==> config.mk <==
export PLATFORM = sky130hd
export DESIGN_NAME = fir_out_quantizer
export DESIGN_NICKNAME = d
export VERILOG_FILES = /design/src/rtl/fir_out_quantizer.sv
export SDC_FILE = /design/constraint.sdc
export NUM_CORES = 1
export LEC_CHECK = 0
export CORE_MARGIN = 5
export CORE_UTILIZATION = 43
export CTS_CLUSTER_DIAMETER = 50
export CTS_CLUSTER_SIZE = 40
export DETAILED_ROUTE_END_ITERATION = 16
export PLACE_DENSITY_LB_ADDON = 0.12
export SYNTH_ARGS = -nofsm -noshare
export SYNTH_HDL_FRONTEND = slang
export SYNTH_SLANG_ARGS = --single-unit
==> constraint.sdc <==
create_clock -name clk -period 3.25 [get_ports clk]
set_clock_uncertainty 0.15 [all_clocks]
set_input_delay 0.8125 -clock clk [delete_from_list [all_inputs] [get_ports clk]]
set_output_delay 0.8125 -clock clk [all_outputs]
set_load 0.01 [all_outputs]
==> src/rtl/fir_out_quantizer.sv <==
// fir_out_quantizer: round/shift, ReLU, saturate and buffer FIR outputs with credit-style ready.
module fir_out_quantizer #(
  parameter int IN_WIDTH   = 20,
  parameter int OUT_WIDTH  = 8,
  parameter int FIFO_DEPTH = 4
) (
  input  logic                        clk,
  input  logic                        rst_n,
  input  logic                        in_valid,
  output logic                        in_ready,
  input  logic signed [IN_WIDTH-1:0]  in_data,
  input  logic [3:0]                  shift,
  input  logic                        relu_en,
  output logic                        out_valid,
  input  logic                        out_ready,
  output logic signed [OUT_WIDTH-1:0] out_data,
  output logic [15:0]                 sat_count,
  input  logic                        clr_sat
);
  localparam int AW = $clog2(FIFO_DEPTH);
  localparam int MAX_SH = IN_WIDTH - OUT_WIDTH;
  localparam logic signed [IN_WIDTH:0] MAX_V = (IN_WIDTH+1)'((1 << (OUT_WIDTH-1)) - 1);
  localparam logic signed [IN_WIDTH:0] MIN_V = ~MAX_V;
  logic s1_v_q, s1_v_d, s1_relu_q, s1_relu_d;
  logic signed [IN_WIDTH:0] s1_r_q, s1_r_d;
  logic s2_v_q, s2_v_d, s2_sat_q, s2_sat_d;
  logic signed [OUT_WIDTH-1:0] s2_y_q, s2_y_d;
  logic [AW-1:0] wr_q, wr_d, rd_q, rd_d;
  logic [AW:0] cnt_q, cnt_d;
  logic in_ready_q, in_ready_d;
  logic [15:0] sat_q, sat_d;
  logic signed [OUT_WIDTH-1:0] mem_q [FIFO_DEPTH];
  logic [4:0] sh;
  logic signed [IN_WIDTH:0] ext, rnd, v;
  logic accept, push, pop;
  logic [AW+1:0] occ_d;
  assign in_ready  = in_ready_q;
  assign out_valid = cnt_q != '0;
  assign out_data  = out_valid ? mem_q[rd_q] : '0;
  assign sat_count = sat_q;
  always_comb begin
    accept = in_valid & in_ready_q;
    sh = (int'(shift) > MAX_SH) ? 5'(MAX_SH) : {1'b0, shift};
    ext = {in_data[IN_WIDTH-1], in_data};
    rnd = (sh == 5'd0) ? '0 : (IN_WIDTH+1)'(1) << (sh - 5'd1);
    s1_v_d = accept;
    s1_r_d = (ext + rnd) >>> sh;
    s1_relu_d = relu_en;
    v = (s1_relu_q && s1_r_q[IN_WIDTH]) ? '0 : s1_r_q;
    s2_v_d = s1_v_q;
    s2_sat_d = s1_v_q && (v > MAX_V || v < MIN_V);
    s2_y_d = (v > MAX_V) ? MAX_V[OUT_WIDTH-1:0] : (v < MIN_V) ? MIN_V[OUT_WIDTH-1:0] : v[OUT_WIDTH-1:0];
    push = s2_v_q;
    pop = out_valid & out_ready;
    wr_d = wr_q + AW'(push);
    rd_d = rd_q + AW'(pop);
    cnt_d = cnt_q + (AW+1)'(push) - (AW+1)'(pop);
    // Samples still in the pipeline reserve a FIFO slot, so the stages never need to stall.
    occ_d = (AW+2)'(cnt_d) + (AW+2)'(s1_v_d) + (AW+2)'(s2_v_d);
    in_ready_d = occ_d < (AW+2)'(FIFO_DEPTH);
    sat_d = clr_sat ? '0 : (s2_sat_q && sat_q != 16'hFFFF) ? sat_q + 16'd1 : sat_q;
  end
  always_ff @(posedge clk or negedge rst_n) begin
    if (!rst_n) begin
      s1_v_q     <= 1'b0;
      s1_relu_q  <= 1'b0;
      s1_r_q     <= '0;
      s2_v_q     <= 1'b0;
      s2_sat_q   <= 1'b0;
      s2_y_q     <= '0;
      wr_q       <= '0;
      rd_q       <= '0;
      cnt_q      <= '0;
      in_ready_q <= 1'b0;
      sat_q      <= '0;
    end else begin
      s1_v_q     <= s1_v_d;
      s1_relu_q  <= s1_relu_d;
      s1_r_q     <= s1_r_d;
      s2_v_q     <= s2_v_d;
      s2_sat_q   <= s2_sat_d;
      s2_y_q     <= s2_y_d;
      wr_q       <= wr_d;
      rd_q       <= rd_d;
      cnt_q      <= cnt_d;
      in_ready_q <= in_ready_d;
      sat_q      <= sat_d;
    end
  end
  always_ff @(posedge clk) begin
    if (push) mem_q[wr_q] <= s2_y_q;
  end
endmodule
Word-level counts from Yosys, hierarchy flattened
Memories as Yosys holds them, arrays and structs flattened.
Index checks and enable logic that the tools add are counted.
{"block": "classes", "shift": 2, "eq_ne": 1, "muxes": 10, "order_cmp": 4, "n_reduce_logical": 7, "n_addsub": 9, "n_bitwise": 2}
{"operator": "$mux W21", "n": 2}
{"operator": "$mux W16", "n": 2}
{"operator": "$mux W8", "n": 3}
{"operator": "$add A20 B21 Y21", "n": 1}
{"operator": "$gt A21 B8 Y1 const B", "n": 1}
{"operator": "$lt A21 B8 Y1 const B", "n": 1}
{"operator": "$shl A1 B5 Y21 const A", "n": 1}
{"operator": "$sshr A21 B4 Y21", "n": 1}
{"operator": "$add A16 B1 Y16 const B", "n": 1}
{"operator": "$ne A16 B16 Y1 const B", "n": 1}
{"operator": "$logic_not A5 Y1", "n": 1}
{"operator": "$sub A4 B1 Y5 const B", "n": 1}
{"operator": "$add A2 B1 Y2", "n": 2}
{"operator": "$add A3 B1 Y4", "n": 1}
{"operator": "$add A4 B1 Y4", "n": 1}
{"operator": "$gt A4 B4 Y1 const B", "n": 1}
{"operator": "$lt A4 B3 Y1 const B", "n": 1}
{"operator": "$mux W4", "n": 1}
{"operator": "$add A3 B1 Y3", "n": 1}
{"operator": "$logic_and A1 B1 Y1", "n": 3}
{"operator": "$reduce_bool A3 Y1", "n": 1}
{"operator": "$sub A3 B1 Y3", "n": 1}
{"operator": "$and A1 B1 Y1", "n": 2}
{"operator": "$mux W1", "n": 2}
{"operator": "2 further kinds", "n": 2}
{"block": "word_totals", "mem_bits_rw": 32, "output_inout_bits": 26, "memories": 1, "in_bits": 30, "register_bits": 57, "wordCells": 47}
{"memory": "mem_q", "depth": 4, "width": 8, "rd": 1, "rd_ports_with_merged_regs": 0, "write_ports": 1, "line": "32", "source": "logic signed [OUT_WIDTH-1:0] mem_q [FIFO_DEPTH];"}

Longest topological paths before layout
{"block": "depth", "depth_word": 7, "mapped_depth": 17}

Worst setup path before layout
Ideal clock, no wire load.
{"block": "synth_path", "path_kind": "input to register", "start": "input shift[3]", "end": "register s1_r_q[9]", "t_arrival_ps": 4226, "setup_ps": 138, "required_ps": 2962, "path_slack_ps": -1264, "path_stages": 16, "path_cell_list": "clkbuf_1 > nand2_1 > inv_1 > nor2_1 > buf_2 > buf_2 > nor2_1 > ha_1 > o211ai_1 > o211ai_2 > a21oi_1 > and4_2 > a2111oi_4 > a22oi_2 > a21boi_1 > mux4_2"}
{"block": "synth_via", "elab_chain_len": 7, "elab_cells_between_ends": 8}
{"element": "from (decl)", "line": "12", "source": "input logic [3:0] shift,"}
{"element": "$gt A4 B4 Y1", "line": "43", "source": "sh = (int'(shift) > MAX_SH) ? 5'(MAX_SH) : {1'b0, shift};"}
{"element": "$mux W4 (*)", "line": "43"}
{"element": "$sub A4 B1 Y5", "line": "45", "source": "rnd = (sh == 5'd0) ? '0 : (IN_WIDTH+1)'(1) << (sh - 5'd1);"}
{"element": "$shl A1 B5 Y21", "line": "45"}
{"element": "$mux W21", "line": "45"}
{"element": "$add A20 B21 Y21", "line": "47", "source": "s1_r_d = (ext + rnd) >>> sh;"}
{"element": "$sshr A21 B4 Y21 (*)", "line": "47"}
{"element": "net s1_r_d[9]", "line": "25", "source": "logic signed [IN_WIDTH:0] s1_r_q, s1_r_d;"}
{"element": "to (signal assigned)", "line": "79", "source": "s1_r_q <= s1_r_d;"}
{"element": "to (decl)", "line": "25"}
Mark *: on every way through the listed nets, which the timed path passes. The rest lies on a longest branch.
A chain may end at the register's enable or synchronous reset.

Worst setup path after layout
{"block": "layout_path", "start": "input shift[1]", "end": "register s1_r_q[9]"}
The elaborated chain is that of the path after synthesis.

==> metrics <==
final worst setup slack=-0.369 ns; area of the core=13,700 µm²; final wirelength=16,500 µm; initial cell density of the core=0.433; headroom to the max-slew limit=0.314; clock tree from TritonCTS=done; violations in the final reports=negative setup slack; Critical Path End=s1_r_q[9]; Synth warnings=0; footprint of the multi-input gates=4120 µm²; number of cells traversed by the worst register-to-register path=7; CTS Buf Count=9; most frequently used flop master after synthesis=sky130_fd_sc_hd__dfrtp_1; Fillers=1,120; share of the core filled with cells=0.648; post-synthesis average cell area=9.79 µm²; Synth Instances=607; FMAX=0.276 GHz; proportion of layout cells with a drive suffix above 1=0.380; chain of cells forming the critical path=buf_6 > buf_6 > buf_6 > nor3_4 > buf_6 > ha_4 > o211ai_1 > o211ai_4 > a2111oi_4 > buf_4 > nor4_2 > a31oi_4 > a22oi_2 > a21boi_2 > mux4_2; routability-driven placement congestion ratio=0.939; max-slew violation count=0; quantity of hold-fixing buffers added after cts=0; antenna violations before repair=0; number of placed cells counting well taps=939; total design power=0.00416 W; largest vdd supply drop=0.000267 V; top area cells in the synthesized netlist=sky130_fd_sc_hd__dfrtp_1, sky130_fd_sc_hd__edfxtp_1, sky130_fd_sc_hd__ha_1; setup repair after global routing missed its margin=true; power density over cell area=468 nW/µm²; arrival time at the worst endpoint=3.67 ns; CTS Root Buffer Type=sky130_fd_sc_hd__clkbuf_16; part of the Yosys area used for sequential elements=0.402; antenna diode instance count=0; synthesized flop and latch total=89; full die area=16,300 µm²; number of synthesized flops with an enable pin=32; cell type with the highest aggregate area in the netlist=sky130_fd_sc_hd__dfrtp_1; Synth-to-Final Area Change=49.5%; critical path peak fanout=6; DRT iter0 DRCs=349; CP Launch Type=input port; number of unique standard cell types used by synthesis=75; Largest stage delay, worst path=0.52 ns; area share of the largest cell type after synthesis=0.240; slowest stage cell on the critical path=sky130_fd_sc_hd__a2111oi_4; wire length of the first global-routing pass=27,000 µm; count of maximum capacitance violations=0; clock network latency to the later pin of the worst-skew pair=0.33 ns; H-tree lvl count=3; most frequent cell after synthesis=sky130_fd_sc_hd__dfrtp_1; outcome=complete, but fails checks; residual DRC count=0; final std cells w/o fill=986; Clock Sink Count=89; setup slack of the most critical reg-to-reg path=0.73 ns; largest net degree at the start of global routing=49; number of detailed-routing iterations run before antenna repair=5; classification of the worst-slack hold path=reg -> reg; Setup-failing EPs final=21; DR WL/cell=16.7 µm; # rows=43; Port Buffer Count=55; netlist area before placement=5940 µm²; combined flip-flop and latch cell area=2390 µm²; minimum clock period=3.62 ns; global routing usage summed across all routing layers=0.203; number of top-level pins=56; vertical die dimension=128 µm; number of vias in the routed layout=5,474; Tightest Pin Transition=1.03 ns; clock-pin transition on the worst setup and hold timing paths=0.06 ns; RR Startpoint=sat_count[3]; static leakage=3.66 nW; ranking of synthesized cells by instance count=sky130_fd_sc_hd__dfrtp_1, sky130_fd_sc_hd__nand2_1, sky130_fd_sc_hd__nor2_1; worst setup path start=shift[1]; type of the setup path with the least slack=in -> reg; net total in the final layout=859; number of failing hold endpoints at the final stage=0; share of flip-flops with an asynchronous set or reset=0.640; Vias/cell=5.55; via count of the first global-routing pass=5,495; overflow left after global routing=0; Worst R2R End=sat_count[11]; width of the die=128 µm; Final period util=1.11; HPWL after detailed placement=12,200 µm; cell occurring most often along the worst timing path=sky130_fd_sc_hd__buf_6; maximum clock insertion buffer count=2; element type at the critical path end=flop; antenna-violating nets left=0; required arrival time at the worst endpoint=3.30 ns
==> layout by cell type (no fill, tap or decap), types with 7 or more instances in the layout <==
| cell type | n |
|---|---|
| sky130_fd_sc_hd__or3_1 | 9 |
| sky130_fd_sc_hd__clkbuf_16 | 10 |
| sky130_fd_sc_hd__a21oi_1 | 34 |
| sky130_fd_sc_hd__nor2_4 | 8 |
| sky130_fd_sc_hd__a21o_1 | 14 |
| sky130_fd_sc_hd__buf_6 | 19 |
| sky130_fd_sc_hd__buf_4 | 135 |
| sky130_fd_sc_hd__nand3_1 | 16 |
| sky130_fd_sc_hd__nor2_1 | 38 |
| sky130_fd_sc_hd__conb_1 | 8 |
| sky130_fd_sc_hd__dfrtp_1 | 56 |
| sky130_fd_sc_hd__nand2_1 | 44 |
| sky130_fd_sc_hd__a211oi_1 | 7 |
| sky130_fd_sc_hd__mux4_2 | 10 |
| sky130_fd_sc_hd__ha_4 | 7 |
| sky130_fd_sc_hd__mux2i_1 | 11 |
| sky130_fd_sc_hd__nand4_1 | 10 |
| sky130_fd_sc_hd__xor2_1 | 14 |
| sky130_fd_sc_hd__a21oi_4 | 8 |
| sky130_fd_sc_hd__clkdlybuf4s50_1 | 47 |
| sky130_fd_sc_hd__inv_1 | 10 |
| sky130_fd_sc_hd__nor2b_1 | 14 |
| sky130_fd_sc_hd__edfxtp_1 | 32 |
| sky130_fd_sc_hd__xnor2_1 | 11 |
| sky130_fd_sc_hd__o211ai_1 | 13 |
| sky130_fd_sc_hd__nor3_1 | 13 |
| sky130_fd_sc_hd__o21ai_0 | 14 |
| sky130_fd_sc_hd__ha_1 | 18 |
==> registers in the layout, indices dropped and copies added (netlist names), 2 cells and up <==
name / count
sat_count: 16
wr_q: 2
rd_q: 2
s2_y_q: 8
cnt_q: 3
s1_r_q: 21
mem_q: 32
==> layer usage <==
| metal | global-route usage | vias up | wire length, µm |
|---|---|---|---|
| li1 | - | 2671 | - |
| met1 | 0.254 | 2631 | 7040 |
| met2 | 0.362 | 141 | 8430 |
| met3 | 0.0272 | 31 | 651 |
| met4 | 0.0712 | 0 | 370 |
| met5 | 0 | - | 0 |
==> how the worst min path moves through the flow <==
stage                      to  depth (start not counted)      start  slack (ns)
finish              s2_y_q[0]                          1  s1_r_q[0]        0.30
global route        s2_y_q[0]                          1  s1_r_q[0]        0.33
CTS                 s2_y_q[0]                          1  s1_r_q[0]        0.30
detailed placement  s2_y_q[0]                          1  s1_r_q[0]        0.28
global placement    s2_y_q[3]                          1  s1_r_q[3]        0.28
floorplan                push                          0     s1_v_q        0.23
==> worst max-delay path: cells and delay by family <==
kind | cells | cell delay [ns]
buf+inv | 5 | 0.68
mux | 1 | 0.45
fa+ha+maj | 1 | 0.20
compound gates | 6 | 1.27
simple gates | 2 | 0.24
==> kinds of logic (layout without fill, tap and decap cells) <==
| family | count (synthesis) | after routing | synth area share |
|---|---|---|---|
| other cells | 1 | 8 | 0.000631 |
| buf+inv | 47 | 239 | 0.0324 |
| xor+xnor | 26 | 26 | 0.0383 |
| mux | 31 | 31 | 0.0747 |
| simple gates | 213 | 213 | 0.177 |
| compound gates | 172 | 172 | 0.214 |
| flops | 89 | 89 | 0.402 |
| fa+ha+maj | 28 | 28 | 0.0615 |
==> where the power goes <==
| group | internal, W | leakage (nW) | switching [W] |
|---|---|---|---|
| combinational | 0.000897 | 2.53 | 0.000774 |
| sequential | 0.00138 | 0.987 | 0.000148 |
| clock | 0.000588 | 0.139 | 0.000377 |
==> per-stage QoR <==
stage               hold WS (ns)  instance area (µm²)  TNS (ns)  setup WS (ns)
floorplan                  0.230                 6190    -11.07         -0.713
global placement           0.282                 7670    -25.52          -1.48
detailed placement         0.284                 7670    -26.60          -1.52
CTS                        0.299                 8600     -6.40         -0.404
global route               0.326                 8890     -6.97         -0.426
finish                     0.299                 8890     -5.56         -0.369
==> layout make-up <==
| type | instances | area share |
|---|---|---|
| multi-input combinational | 478 | 0.464 |
| sequential | 89 | 0.269 |
| timing repair buffer | 208 | 0.202 |
| clock buffer | 15 | 0.0314 |
| tap | 180 | 0.0253 |
| inverter | 15 | 0.00774 |
| clock inverter | 1 | 0.000986 |
==> what timing repair did <==
action	4_1_cts	5_1_grt
cloned	0	0
resized for setup	113	55
buffers inserted	28	10
endpoints found under the setup margin	21	29
pin swaps	55	42
No activity file was read; power rests on OpenSTA's default activity.
